### src/rtl/unidade_controle.sv
// Control unit for a small multicycle processor.
// The instruction walks through FETCH -> DECODE -> EXECUTE -> WRITEBACK.
// JMP and HLT finish in EXECUTE. HALT is left only by reset.
module unidade_controle #(
    parameter int unsigned PC_MAX = 99
) (
    input  logic        clock,
    input  logic        reset,
    input  logic        start,
    input  logic [15:0] inst_in,
    input  logic        ula_carry,
    output logic [15:0] op_counter,
    output logic [1:0]  reg1,
    output logic [1:0]  reg2,
    output logic [1:0]  reg3,
    output logic [2:0]  ula_cntrl,
    output logic        reg_we,
    output logic        imm_sel,
    output logic [15:0] imm_out,
    output logic        busy,
    output logic        halted,
    output logic        carry_flag
);

    typedef enum logic [2:0] {
        StIdle,
        StFetch,
        StDecode,
        StExecute,
        StWriteback,
        StHalt
    } state_e;

    localparam logic [2:0]  OpAdd = 3'b000;
    localparam logic [2:0]  OpOr  = 3'b100;
    localparam logic [2:0]  OpLdi = 3'b101;
    localparam logic [2:0]  OpJmp = 3'b110;
    localparam logic [2:0]  OpHlt = 3'b111;
    localparam logic [15:0] PcMax = 16'(PC_MAX);

    state_e      state_q, state_d;
    logic [15:0] pc_q, pc_d;
    logic [15:0] ir_q, ir_d;
    logic        carry_q, carry_d;

    logic [2:0]  opcode;
    logic [15:0] jmp_target;

    assign opcode     = ir_q[15:13];
    assign jmp_target = {8'h00, ir_q[7:0]};

    // Next-state logic for the FSM, program counter, instruction register and carry
    always_comb begin
        state_d = state_q;
        pc_d    = pc_q;
        ir_d    = ir_q;
        carry_d = carry_q;
        unique case (state_q)
            StIdle: begin
                if (start) begin
                    state_d = StFetch;
                    pc_d    = '0;
                end
            end
            StFetch: begin
                state_d = StDecode;
            end
            StDecode: begin
                // Memory answers one cycle after the address was presented in FETCH
                ir_d    = inst_in;
                state_d = StExecute;
            end
            StExecute: begin
                if (opcode == OpJmp) begin
                    // Out-of-range targets restart the program rather than fetch garbage
                    pc_d    = (jmp_target <= PcMax) ? jmp_target : '0;
                    state_d = StFetch;
                end else if (opcode == OpHlt) begin
                    state_d = StHalt;
                end else begin
                    state_d = StWriteback;
                end
                if (opcode == OpAdd) begin
                    carry_d = ula_carry;
                end
            end
            StWriteback: begin
                pc_d    = (pc_q == PcMax) ? '0 : pc_q + 16'd1;
                state_d = StFetch;
            end
            StHalt: begin
                state_d = StHalt;
            end
            default: begin
                state_d = StIdle;
            end
        endcase
    end

    // State registers with synchronous reset taking priority over everything
    always_ff @(posedge clock) begin
        if (reset) begin
            state_q <= StIdle;
            pc_q    <= '0;
            ir_q    <= '0;
            carry_q <= 1'b0;
        end else begin
            state_q <= state_d;
            pc_q    <= pc_d;
            ir_q    <= ir_d;
            carry_q <= carry_d;
        end
    end

    // Output decode; operand fields are only driven in EXECUTE and WRITEBACK
    always_comb begin
        op_counter = pc_q;
        imm_out    = {8'h00, ir_q[7:0]};
        carry_flag = carry_q;
        busy       = (state_q != StIdle) && (state_q != StHalt);
        halted     = (state_q == StHalt);
        reg1       = '0;
        reg2       = '0;
        reg3       = '0;
        ula_cntrl  = '0;
        reg_we     = 1'b0;
        imm_sel    = 1'b0;
        if ((state_q == StExecute) || (state_q == StWriteback)) begin
            reg1      = ir_q[10:9];
            reg2      = ir_q[8:7];
            reg3      = ir_q[12:11];
            ula_cntrl = (opcode <= OpOr) ? opcode : 3'b000;
        end
        if (state_q == StWriteback) begin
            reg_we  = 1'b1;
            imm_sel = (opcode == OpLdi);
        end
    end

endmodule
### config.mk
export PLATFORM = sky130hd
export DESIGN_NAME = unidade_controle
export DESIGN_NICKNAME = d
export VERILOG_FILES = /design/src/rtl/unidade_controle.sv
export SDC_FILE = /design/constraint.sdc
export NUM_CORES = 1
export LEC_CHECK = 0
export BUFFER_PORTS_ARGS = -buffer_cell sky130_fd_sc_hd__buf_4
export CORE_ASPECT_RATIO = 1.75
export CORE_MARGIN = 4
export CORE_UTILIZATION = 45
export DETAILED_ROUTE_END_ITERATION = 16
export GPL_TIMING_DRIVEN = 0
export HOLD_SLACK_MARGIN = 0.03
export PLACE_DENSITY = 0.77
export SLEW_MARGIN = 20
export SYNTH_ARGS = -nofsm -noshare
export SYNTH_HDL_FRONTEND = slang
export SYNTH_SLANG_ARGS = --single-unit
### constraint.sdc
create_clock -name clock -period 1.75 [get_ports clock]
set_input_delay 0.4375 -clock clock [delete_from_list [all_inputs] [get_ports clock]]
set_output_delay 0.4375 -clock clock [all_outputs]
set_load 0.01 [all_outputs]
After elaboration in Yosys (flattened, before gate mapping)
Index checks and enable logic that the tools add are counted.
{ "totals": {"output_inout_bits": 46, "register_bits": 36, "wordCells": 43} }
{ "classes": {"n_eq_ne": 12, "reduce_logical": 8, "n_addsub": 1, "n_lt_le_gt_ge": 2, "n_mux": 16} }
{ "op_table": {"columns": ["operator", "n"], "rows": [
  ["$mux 16", 3],
  ["$pmux 16 s3", 1],
  ["$pmux 3 s6", 1],
  ["$add 16x1->16 const B", 1],
  ["$eq 16x7->1 const B", 1],
  ["$eq 3x3->1 const B", 5],
  ["$mux 3", 4],
  ["$le 8x7->1 const B", 1],
  ["$mux 8", 1],
  ["$eq 3x2->1 const B", 2],
  ["$logic_not 3->1", 2],
  ["$mux 2", 3],
  ["$reduce_bool 3->1", 2],
  ["$ne 2x2->1 const B", 2],
  ["$eq 3x1->1 const B", 1],
  ["$le 3x3->1 const B", 1],
  ["$mux 1", 3],
  ["$ne 3x3->1 const B", 1],
  ["$reduce_and 3->1", 1],
  ["$reduce_and 2->1", 1],
  ["$logic_and 1x1->1", 1],
  ["$logic_or 1x1->1", 1]
]} }

Longest topological paths before layout
Gate-level depths: netlist (run 1).
{ "logic_depth": {"depth_word": 4, "ltp_mapped": 8} }

Worst setup path before layout (run 1)
OpenSTA, ideal clock, no wires.
{ "synth_path": {"kind": "reg2out", "startpoint": "reg state_q[1]", "endpoint": "out ula_cntrl[2]", "path_slack_ns": -0.354, "t_required_ns": 1.312, "n_path_buf": 2, "stages_incl_launch_ff": 8, "arrival_ns": 1.666, "path_cell_list": "dfxtp_1 -> buf_2 -> nand2b_1 -> nand2b_1 -> buf_2 -> inv_1 -> a21oi_1 -> nor4b_1"} }
{ "synth_via": {"elab_chain_len": 3, "word_cells_on_any_way": 4} }
{ "synth_lines": {"columns": ["item", "line", "text"], "rows": [
  ["start: declaration", "41", "state_e state_q, state_d;"],
  ["start signal: assignment", "103", "state_q <= StIdle;"],
  ["start signal: assignment", "108", "state_q <= state_d;"],
  ["$eq 3x2->1 / $eq 3x3->1 (equally long branches)", "128", "if ((state_q == StExecute) || (state_q == StWriteback)) begin"],
  ["$logic_or 1x1->1 *", "128", null],
  ["$mux 3 *", "128", null],
  ["end: declaration", "16", "output logic [2:0] ula_cntrl,"]
]} }
Mark *: on every way between the ends. The rest lies on a longest branch, timed or not.

Worst setup path after layout (run 1)
Ends and elaborated chain as after synthesis.

==> results of run 1 <==
## placed cells by master, fill, tap and decap left out, types with 2 or more instances in the layout
master	n
sky130_fd_sc_hd__nand2_1	49
sky130_fd_sc_hd__o211ai_1	2
sky130_fd_sc_hd__a211oi_1	2
sky130_fd_sc_hd__a41oi_2	3
sky130_fd_sc_hd__nor2_1	12
sky130_fd_sc_hd__a31oi_1	8
sky130_fd_sc_hd__nor2b_1	9
sky130_fd_sc_hd__or3_1	3
sky130_fd_sc_hd__buf_6	8
sky130_fd_sc_hd__nand3_1	10
sky130_fd_sc_hd__a21oi_1	25
sky130_fd_sc_hd__dfxtp_4	5
sky130_fd_sc_hd__and4b_1	2
sky130_fd_sc_hd__o21ai_0	4
sky130_fd_sc_hd__nor3b_2	2
sky130_fd_sc_hd__dfxtp_1	25
sky130_fd_sc_hd__clkbuf_8	5
sky130_fd_sc_hd__nor4_1	2
sky130_fd_sc_hd__inv_1	3
sky130_fd_sc_hd__clkbuf_1	6
sky130_fd_sc_hd__a22oi_1	2
sky130_fd_sc_hd__nor3_1	4
sky130_fd_sc_hd__dfxtp_2	6
sky130_fd_sc_hd__a21oi_4	2
sky130_fd_sc_hd__nor4_2	2
sky130_fd_sc_hd__nor4_4	2
sky130_fd_sc_hd__nand2b_4	2
sky130_fd_sc_hd__buf_4	87
sky130_fd_sc_hd__conb_1	8
sky130_fd_sc_hd__nand4_1	4
## state kept, by name, indices dropped and copies added (netlist names)
signal	count
op_counter	16
state_q	3
ir_q	16
carry_flag	1
## cell type report
| class | count | share of cell area, % |
|---|---|---|
| flip-flops and latches | 36 | 25.7 |
| well taps | 48 | 2.07 |
| clock inverters | 1 | 0.172 |
| plain buffers | 23 | 5.73 |
| repair buffers | 78 | 21.1 |
| clock buffers | 7 | 2.63 |
| inverters | 5 | 0.905 |
| multi-input cells | 187 | 41.7 |
## through the flow
step	instances	worst slack [ps]	setup TNS, ps	instance area [um2]	hold WS (ps)
after global routing	385	-272	-2760	2900	406
after CTS	375	-249	-2510	2700	379
after global placement	358	-272	-5820	2480	439
after floorplan	253	-23.9	-23.9	1990	432
after detailed placement	358	-283	-6370	2480	446
final	385	-216	-1770	2900	392
## power groups by stage
| stage | clock (mW) | combinational, mW | sequential (mW) |
|---|---|---|---|
| 2_1_floorplan | 0 | 0.185 | 0.895 |
| 3_3_place_gp | 0 | 0.280 | 0.903 |
| 3_5_place_dp | 0 | 0.283 | 0.904 |
| 4_1_cts | 0.584 | 0.301 | 0.889 |
| 5_1_grt | 0.614 | 0.373 | 0.890 |
| 6_report | 0.582 | 0.339 | 0.886 |
## Yosys cell counts, types with 2 or more instances
cell type and n:
sky130_fd_sc_hd__nand2_1 50, sky130_fd_sc_hd__dfxtp_1 36, sky130_fd_sc_hd__a21oi_1 26, sky130_fd_sc_hd__buf_4 16, sky130_fd_sc_hd__nor2_1 13, sky130_fd_sc_hd__nand3_1 10
sky130_fd_sc_hd__nor2b_1 10, sky130_fd_sc_hd__a31oi_1 8, sky130_fd_sc_hd__clkbuf_1 6, sky130_fd_sc_hd__nor4_1 6, sky130_fd_sc_hd__o21ai_0 6, sky130_fd_sc_hd__inv_1 5
sky130_fd_sc_hd__buf_2 4, sky130_fd_sc_hd__nand2b_1 4, sky130_fd_sc_hd__nand4_1 4, sky130_fd_sc_hd__nor3_1 4, sky130_fd_sc_hd__a41oi_1 3, sky130_fd_sc_hd__or3_1 3
sky130_fd_sc_hd__a211oi_1 2, sky130_fd_sc_hd__a22oi_1 2, sky130_fd_sc_hd__and4b_1 2, sky130_fd_sc_hd__nor3b_1 2, sky130_fd_sc_hd__o211ai_1 2, sky130_fd_sc_hd__or4_1 2
## worst register-to-register path: cells and delay by family, from the launching register on
| kind | cells | cell delay [ps] |
|---|---|---|
| and+or+nand+nor | 5 | 1200 |
| DFF | 1 | 350 |
| buffers and inverters | 2 | 250 |
## kinds of logic after synthesis
group / after synthesis / share of synthesized area (%)
AOI/OAI and AO/OA: 56 / 18.4
xor gates and xnor gates: 1 / 0.464
adders and majority gates: 1 / 0.662
buffers and inverters: 31 / 9.60
DFF: 36 / 38.1
muxes: 1 / 0.530
other: 1 / 0.198
and+or+nand+nor: 119 / 32.0
## what timing repair did
| item | in CTS | in global routing |
|---|---|---|
| pin swaps | 3 | 11 |
| hold buffers | 0 | 0 |
| resized for setup | 20 | 30 |
| cloned | 0 | 1 |
| setup buffers | 12 | 10 |
| setup endpoints to repair | 37 | 34 |
## layer usage
layer	up-vias	wire length, um
li1	1042	-
met1	1020	2130
met2	76	3280
met3	9	341
met4	0	105
met5	-	0
## worst max path at each step
| stage | slack [ps] | cells past startpoint | startpoint | to |
|---|---|---|---|---|
| 3_5_place_dp | -280 | 6 | start | op_counter[8]$_SDFFE_PP0P_ |
| 4_1_cts | -250 | 7 | state_q[1]$_SDFFE_PP0P_ | reg2[1] |
| 2_1_floorplan | -20 | 6 | op_counter[0]$_SDFFE_PP0P_ | op_counter[9]$_SDFFE_PP0P_ |
| 3_3_place_gp | -270 | 6 | start | op_counter[8]$_SDFFE_PP0P_ |
| 5_1_grt | -270 | 7 | state_q[1]$_SDFFE_PP0P_ | imm_sel |
| 6_report | -220 | 7 | state_q[1]$_SDFFE_PP0P_ | ula_cntrl[2] |
==> flow_summary.json, run 1 <==
{
  "worstSetupStartpointType": "flip-flop",
  "vdd_ir_drop_max_mv": 0.583,
  "synth_warnings": 0,
  "effective_utilization_at_floorplan_pct": 47.5,
  "report.final.hold_viol_count": 0,
  "final_antenna_net_count": 0,
  "hold_path_startpoint": "inst_in[11]",
  "intPower_mw": 1.30,
  "routing_usage_on_met3_pct": 4.81,
  "ys_seq_area_share_pct": 38.1,
  "synth_cell_type_count": 44,
  "grt-ovfl-total": 0,
  "min-delay-path-class": "primary input to flip-flop",
  "nFillCells": 318,
  "share_of_the_core_filled_with_cells_in_the_final_layout_pct": 73.0,
  "drc": 0,
  "routed_wl_um": 5860,
  "finalPower_mw": 1.81,
  "outcome": "finished with violations",
  "grt_start_max_net_pins": 12,
  "cts-buffers-inserted": 5,
  "asyncSetResetFlopFracSynth_pct": 0,
  "final.setup_skew_ps": 12.9,
  "critPathMostFrequentCell": "sky130_fd_sc_hd__nand2b_4",
  "min_delay_path_depth": 3,
  "fin_ws_ps": -216,
  "routabilityCongestion": 0.826,
  "timing.max_cap.violations": 0,
  "combPwrFrac_pct": 18.8,
  "share_of_the_synthesized_area_in_the_top_cell_type_pct": 38.1,
  "cts.clk_slew.worst_paths_ps": 70,
  "hpwl_um": 3910,
  "gr_met1_demand_resource_pct": 21.7,
  "routed_wire_length_per_instance_um": 15.2,
  "layout-drive-gt1-share_pct": 42.7,
  "p_leak_nw": 1.18,
  "core.rowCount": 30,
  "timing.final.crit_period_ps": 1970,
  "cts_tree": "done",
  "p_per_area_nw_per_um2": 622,
  "worstPathCellList": "nand2b_4, nand2b_4, buf_8, inv_8, a21oi_4, nor4b_4, buf_4",
  "critical_path.n_buffers_inverters": 3,
  "clockPowerShare_pct": 32.2,
  "htree_levels": 2,
  "cp_max_fo": 4,
  "grt_total_usage_pct": 21.2,
  "finish.net_count": 357,
  "report.final.setup_viol": 13,
  "avgSynthCellArea_um2": 7.68,
  "dr_pass1_iterations": 4,
  "grt_busiest_layer": "met2",
  "number_of_vias_in_the_routed_layout": 2147,
  "arrival_time_reported_for_the_critical_path_endpoint_ps": 1530,
  "sw_share_pct": 28.1,
  "grt_first_pass_wirelength_um": 9130,
  "diodes": 0,
  "seq_area_um2": 747,
  "ioPinCount": 66,
  "synth-seq-cells": 36,
  "grt_setup_unrepaired": "true",
  "critPathMaxStageDelay_ps": 350,
  "syn_area_um2": 1890,
  "slowest_cp_cell": "sky130_fd_sc_hd__dfxtp_4",
  "seqPwrFrac_pct": 49.0,
  "clock_sinks": 36,
  "timing.critical_path.max_delay_family": "simple AND/OR/NAND/NOR gates",
  "vias_per_cell": 5.58,
  "count_of_flip_flops_with_a_built_in_enable_after_synthesis": 0,
  "netSwitchingPower_uw": 508,
  "fmax_mhz": 509,
  "synth_area_leader_cell": "sky130_fd_sc_hd__dfxtp_1",
  "dominantRegCellSynth": "sky130_fd_sc_hd__dfxtp_1",
  "worstHoldEndpoint": "ir_q[11]$_SDFFE_PP0P_",
  "clock-root-buffer": "sky130_fd_sc_hd__clkbuf_8",
  "failed_checks": "setup timing",
  "fp.dieArea_um2": 5340,
  "multi_input_comb_area_um2": 1210,
  "flop_to_flop_setup_slack_ps": -90,
  "worst_r2r_path_depth": 7,
  "die_w_um": 57.0,
  "synthToLayoutAreaGrowth_pct": 53.6,
  "worst_skew_pair.late_latency_ps": 300,
  "timing.final.max_slew_violations": 0,
  "antenna_violations_before_repair": 0,
  "critical_path_class": "flip-flop to output pin",
  "die-height_um": 93.7,
  "synthCells": 246,
  "drtIter0Drc": 95,
  "cp-end-kind": "output pin",
  "reg_to_reg_end": "op_counter[9]$_SDFFE_PP0P_",
  "coreArea_um2": 3980,
  "cts_buffer_depth": 2,
  "port-buffer-count": 57,
  "first_global_vias": 2069,
  "fin_crit_sh_pct": 112,
  "grt_util_met2_pct": 39.3,
  "regToRegStartpoint": "state_q[1]$_SDFFE_PP0P_",
  "ys_top_cells_by_area": "sky130_fd_sc_hd__dfxtp_1 38%, sky130_fd_sc_hd__nand2_1 9.9%, sky130_fd_sc_hd__a21oi_1 6.9%",
  "worst-endpoint-required_ps": 1310
}
Note: power is estimated with default switching activity, not from simulation.
==> run 2, diff against run 1 <==
--- a/config.mk
+++ b/config.mk
@@ -10,7 +10,6 @@
 export CORE_MARGIN = 4
 export CORE_UTILIZATION = 45
 export DETAILED_ROUTE_END_ITERATION = 16
-export GPL_TIMING_DRIVEN = 0
 export HOLD_SLACK_MARGIN = 0.03
 export PLACE_DENSITY = 0.77
 export SLEW_MARGIN = 20
==> run 2 against run 1 <==
  * The flow still finishes with violations (setup timing)
  * Largest power group unchanged
  * Clock skew decreased by 8.5 ps
  * Setup slack improved by 64 ps
  * Fmax is 3.4% higher
  * Count of clock-buffer cells in the layout grew 1
  * Critical path depth decreased by 1
==> flow_summary.json, run 2 (synthesis gave the netlist of run 1 again) <==
{
  "outcome": "finished with violations",
  "failed_checks": "setup timing",
  "worstHoldEndpoint": "carry_flag$_SDFFE_PP0P_",
  "final.setup_skew_ps": 4.38,
  "report.final.setup_viol": 11,
  "timing.final.crit_period_ps": 1900,
  "layout-drive-gt1-share_pct": 38.9,
  "worstSetupStartpointType": "flip-flop",
  "ioPinCount": 66,
  "min_delay_path_depth": 3,
  "most-common-layout-cells": "91 x sky130_fd_sc_hd__buf_4, 50 x sky130_fd_sc_hd__nand2_1, 32 x sky130_fd_sc_hd__dfxtp_1, 25 x sky130_fd_sc_hd__a21oi_1, 13 x sky130_fd_sc_hd__nor2_1",
  "worst_r2r_path_depth": 6,
  "effective_utilization_at_floorplan_pct": 47.5,
  "seq_area_um2": 728,
  "routed_wire_length_per_instance_um": 14.8,
  "drc": 0,
  "cp-end-kind": "output pin",
  "routed_wl_um": 5640,
  "placed_cells": 364,
  "critical_path_class": "flip-flop to output pin",
  "fin_ws_ps": -152,
  "die-height_um": 93.7,
  "layout.cells.most_common": "sky130_fd_sc_hd__buf_4",
  "fin_crit_sh_pct": 109,
  "number_of_vias_in_the_routed_layout": 2081,
  "share_of_the_core_filled_with_cells_in_the_final_layout_pct": 70.0,
  "cts_tree": "done",
  "finalPower_mw": 1.83,
  "cts-hold-fix-buffers": 0,
  "synthToLayoutAreaGrowth_pct": 47.5,
  "report.final.hold_viol_count": 0,
  "clock-root-buffer": "sky130_fd_sc_hd__clkbuf_8",
  "cts.clk_slew.worst_paths_ps": 70,
  "stdcell_count": 380,
  "port-buffer-count": 57,
  "grt_total_usage_pct": 21.5,
  "dp_worst_slack_ps": -150,
  "critPathMaxStageDelay_ps": 340,
  "multi_input_comb_area_um2": 1130,
  "diodes": 0,
  "grt-ovfl-total": 0,
  "p_leak_nw": 1.17,
  "min-delay-path-class": "primary input to flip-flop",
  "timing.max_cap.violations": 0,
  "worst_skew_pair.late_latency_ps": 290,
  "coreArea_um2": 3980,
  "reg_to_reg_end": "op_counter[9]$_SDFFE_PP0P_",
  "regToRegStartpoint": "op_counter[0]$_SDFFE_PP0P_",
  "grt_start_max_net_pins": 22,
  "worstPathCellList": "nand2b_4, nand2b_4, inv_4, a21oi_4, nor4b_4, buf_4",
  "vias_per_cell": 5.48,
  "slowest_cp_cell": "sky130_fd_sc_hd__dfxtp_2",
  "timing.critical_path.max_delay_family": "simple AND/OR/NAND/NOR gates",
  "cts-buffers-inserted": 5,
  "cts_buffer_depth": 2,
  "timing.final.max_slew_violations": 0,
  "nFillCells": 339,
  "grt_setup_unrepaired": "true",
  "cp_max_fo": 5,
  "arrival_time_reported_for_the_critical_path_endpoint_ps": 1460,
  "hpwl_um": 4170,
  "first_global_vias": 2033,
  "hold_path_startpoint": "ula_carry",
  "critical_path_cell_count": 6,
  "vdd_ir_drop_max_mv": 0.497,
  "grt_first_pass_wirelength_um": 9200,
  "final_antenna_net_count": 0,
  "core.rowCount": 30,
  "critPathMostFrequentCell": "sky130_fd_sc_hd__nand2b_4",
  "clock_sinks": 36,
  "die_w_um": 57.0,
  "finish.net_count": 352,
  "critical_path.n_buffers_inverters": 2,
  "fmax_mhz": 526,
  "flop_to_flop_setup_slack_ps": -20,
  "htree_levels": 2,
  "fp.dieArea_um2": 5340,
  "antenna_violations_before_repair": 0,
  "dr_pass1_iterations": 4,
  "worst-endpoint-required_ps": 1310,
  "routabilityCongestion": 0.863,
  "p_per_area_nw_per_um2": 658,
  "drtIter0Drc": 35
}
-- run 2: power by group --
part	internal, mW	switching [mW]
combinational	0.145	0.161
clock	0.359	0.289
sequential	0.852	0.0282
-- run 2: layout make-up --
type                            count  share of cell area (%)
Inverter                            5                   0.763
Multi-Input combinational cell    187                    40.5
Sequential cell                    36                    26.1
Tap cell                           48                    2.16
Clock buffer                        8                    3.59
Timing Repair Buffer               96                    26.9
-- run 2: routing by layer --
layer  GRT usage, %  routed length [um]  part of all wire (%)
met1           22.0                2020                    36
met2           39.9                3130                    56
met3           5.64                 355                   6.3
met4           9.28                 131                   2.3
met5              0                   0                     0
-- run 2: worst max-delay path by stage --
stage                                     startpoint                          end  slack (ps)
after floorplan           op_counter[0]$_SDFFE_PP0P_   op_counter[9]$_SDFFE_PP0P_         -20
after global placement    op_counter[0]$_SDFFE_PP0P_  op_counter[12]$_SDFFE_PP0P_         -70
after detailed placement  op_counter[0]$_SDFFE_PP0P_  op_counter[12]$_SDFFE_PP0P_        -150
after CTS                    state_q[1]$_SDFFE_PP0P_                      reg1[1]        -180
after global routing         state_q[1]$_SDFFE_PP0P_                 ula_cntrl[2]        -230
final                        state_q[1]$_SDFFE_PP0P_                 ula_cntrl[2]        -150
-- run 2: metrics by stage --
step                instance area [um2]  hold slack, ps  setup TNS (ps)
floorplan                          1990             432           -23.9
global placement                   2550             438            -194
detailed placement                 2550             442            -533
CTS                                2710             375           -1660
global route                       2790             395           -1830
finish                             2790             387           -1040
-- run 2: worst reg2reg max path, stage by stage, from the launching register on --
cell                      delay [ps]
sky130_fd_sc_hd__dfxtp_4         350
sky130_fd_sc_hd__ha_4            150
sky130_fd_sc_hd__and4b_1         160
sky130_fd_sc_hd__and4_4          190
sky130_fd_sc_hd__or3_4           370
sky130_fd_sc_hd__or4_4           430
sky130_fd_sc_hd__nand3_2          70
-- run 2: timing repair --
action	CTS	global route
gates cloned	0	1
pin swaps	3	2
resized for setup	8	8
buffers inserted	5	3
setup endpoints to repair	19	23
==> run 3, diff against run 2 <==
--- a/config.mk
+++ b/config.mk
@@ -12,6 +12,7 @@
 export DETAILED_ROUTE_END_ITERATION = 16
 export HOLD_SLACK_MARGIN = 0.03
 export PLACE_DENSITY = 0.77
+export SKIP_LAST_GASP = 1
 export SLEW_MARGIN = 20
 export SYNTH_ARGS = -nofsm -noshare
 export SYNTH_HDL_FRONTEND = slang
==> run 3 against run 2 <==
  * Critical endpoint unchanged
  * Combinational power about the same
  * Highest routed layer unchanged
  * Register-to-register slack about the same
  * Routed wire length decreased by 0.99%
  * Total power increased by 0.26%
  * Fmax increased by 0.13%
  * Non-clock buffer count unchanged
  * Largest cell class unchanged
  * The flow still finishes with violations (setup timing)
  * First-iteration DRC count increased by 91%
  * Cell area decreased by 0.58%
  * Sequential power about the same
  * Worst hold slack got worse by 0.96 ps
==> flow_summary.json, run 3 (synthesis gave the netlist of run 1 again) <==
{
  "outcome": "finished with violations",
  "failed_checks": "setup timing",
  "reg_to_reg_end": "op_counter[9]$_SDFFE_PP0P_",
  "drc": 0,
  "critPathMaxStageDelay_ps": 340,
  "min_delay_path_depth": 3,
  "fin_crit_sh_pct": 109,
  "first_global_vias": 2030,
  "die_w_um": 57.0,
  "finalPower_mw": 1.84,
  "timing.critical_path.max_delay_family": "simple AND/OR/NAND/NOR gates",
  "combPwrFrac_pct": 16.6,
  "flop_to_flop_setup_slack_ps": -20,
  "fmax_mhz": 526,
  "die-height_um": 93.7,
  "grt_total_usage_pct": 21.4,
  "ioPinCount": 66,
  "synthToLayoutAreaGrowth_pct": 46.6,
  "routed_wire_length_per_instance_um": 14.7,
  "slowest_cp_cell": "sky130_fd_sc_hd__dfxtp_2",
  "nFillCells": 342,
  "final.setup_skew_ps": 6.35,
  "cts.clk_slew.worst_paths_ps": 70,
  "netSwitchingPower_uw": 484,
  "routabilityCongestion": 0.863,
  "hold-worst-slack_ps": 386,
  "worstPathCellList": "nand2b_4, nand2b_4, inv_4, a21oi_4, nor4b_4, buf_4",
  "critical_path_class": "flip-flop to output pin",
  "most-common-layout-cells": "93 x sky130_fd_sc_hd__buf_4, 50 x sky130_fd_sc_hd__nand2_1, 32 x sky130_fd_sc_hd__dfxtp_1, 25 x sky130_fd_sc_hd__a21oi_1, 13 x sky130_fd_sc_hd__nor2_1",
  "routed_wl_um": 5580,
  "p_leak_nw": 1.16,
  "layout.cells.most_common": "sky130_fd_sc_hd__buf_4",
  "cts-hold-fix-buffers": 0,
  "cts_buffer_depth": 2,
  "sw_share_pct": 26.3,
  "timing.max_cap.violations": 0,
  "antenna_violations_before_repair": 0,
  "regToRegStartpoint": "op_counter[0]$_SDFFE_PP0P_",
  "grt_setup_unrepaired": "true",
  "seqPwrFrac_pct": 47.8,
  "clockPowerShare_pct": 35.6,
  "grt_first_pass_wirelength_um": 9140,
  "critical_path_cell_count": 6,
  "cp-end-kind": "output pin",
  "diodes": 0,
  "hpwl_um": 4170,
  "clock-root-buffer": "sky130_fd_sc_hd__clkbuf_8",
  "grt-ovfl-total": 0,
  "p_per_area_nw_per_um2": 664,
  "timing.final.crit_period_ps": 1900,
  "cp_max_fo": 5,
  "cts-buffers-inserted": 5,
  "timing.final.max_slew_violations": 0,
  "coreArea_um2": 3980,
  "vias_per_cell": 5.44,
  "drtIter0Drc": 67,
  "final_area_um2": 2770,
  "fp.dieArea_um2": 5340,
  "dr_pass1_iterations": 4,
  "finish.net_count": 352,
  "report.final.hold_viol_count": 0,
  "critical_path.n_buffers_inverters": 2,
  "number_of_vias_in_the_routed_layout": 2066,
  "critPathMostFrequentCell": "sky130_fd_sc_hd__nand2b_4",
  "grt_start_max_net_pins": 22,
  "vdd_ir_drop_max_mv": 0.497,
  "fin_ws_ps": -149,
  "intPower_mw": 1.36,
  "effective_utilization_at_floorplan_pct": 47.5,
  "worst-endpoint-required_ps": 1310,
  "placement.cell_area_um2": 2550,
  "report.final.setup_viol": 12,
  "htree_levels": 2,
  "worst_r2r_path_depth": 6,
  "min-delay-path-class": "primary input to flip-flop",
  "hold_path_startpoint": "ula_carry",
  "core.rowCount": 30,
  "final_antenna_net_count": 0,
  "cts_tree": "done",
  "dp_worst_slack_ps": -150,
  "clock_sinks": 36,
  "port-buffer-count": 57,
  "worstHoldEndpoint": "carry_flag$_SDFFE_PP0P_",
  "worst_skew_pair.late_latency_ps": 290,
  "layout-drive-gt1-share_pct": 38.3,
  "arrival_time_reported_for_the_critical_path_endpoint_ps": 1460,
  "worstSetupStartpointType": "flip-flop",
  "tns_ps": -1040
}
[run 3: cell counts in the layout (fill, tap and decap cells not counted)]
Identical to the previous run, type by type.
[run 3: worst max-delay path by stage]
| stage | start | to | slack (ps) |
|---|---|---|---|
| after floorplan | op_counter[0]$_SDFFE_PP0P_ | op_counter[9]$_SDFFE_PP0P_ | -20 |
| after global placement | op_counter[0]$_SDFFE_PP0P_ | op_counter[12]$_SDFFE_PP0P_ | -70 |
| after detailed placement | op_counter[0]$_SDFFE_PP0P_ | op_counter[12]$_SDFFE_PP0P_ | -150 |
| after CTS | state_q[1]$_SDFFE_PP0P_ | reg1[1] | -180 |
| after global routing | state_q[1]$_SDFFE_PP0P_ | ula_cntrl[2] | -240 |
| final | state_q[1]$_SDFFE_PP0P_ | ula_cntrl[2] | -150 |
[run 3: through the flow]
stage               utilization [%]  instances
floorplan                         -        253
global placement               64.2        364
detailed placement             64.2        364
CTS                            67.9        376
global route                   69.6        380
finish                         69.6        380
[run 3: per-layer routing]
metal	track usage (%)	share of wire (%)
met1	21.9	36
met2	39.6	56
met3	5.50	6.1
met4	9.28	1.9
met5	0	0
[run 3: layout make-up]
| class | instances | area [um2] | share of cell area (%) |
|---|---|---|---|
| multi-input combinational | 187 | 1120 | 40.4 |
| timing repair buffer | 96 | 741 | 26.7 |
| sequential | 36 | 728 | 26.3 |
| clock buffer | 8 | 100 | 3.61 |
| tap | 48 | 60.1 | 2.17 |
| inverter | 5 | 21.3 | 0.768 |
[run 3: repair_timing]
| item | 4_1_cts | 5_1_grt |
|---|---|---|
| setup buffers | 5 | 3 |
| setup endpoints to repair | 19 | 23 |
| resized for setup | 6 | 6 |
| pin swaps | 3 | 2 |
| gates cloned | 0 | 1 |
[run 3: power groups by stage]
stage	sequential, mW	clock (mW)	combinational [mW]
final	0.880	0.654	0.305
after global routing	0.884	0.706	0.337
after CTS	0.879	0.670	0.291
after detailed placement	0.897	0	0.285
after global placement	0.896	0	0.281
after floorplan	0.895	0	0.185
[run 3: tightest hold or removal path, cell delays in order]
cell and delay (ps):
sky130_fd_sc_hd__buf_4 80, sky130_fd_sc_hd__mux2i_1 50, sky130_fd_sc_hd__nor2_1 80
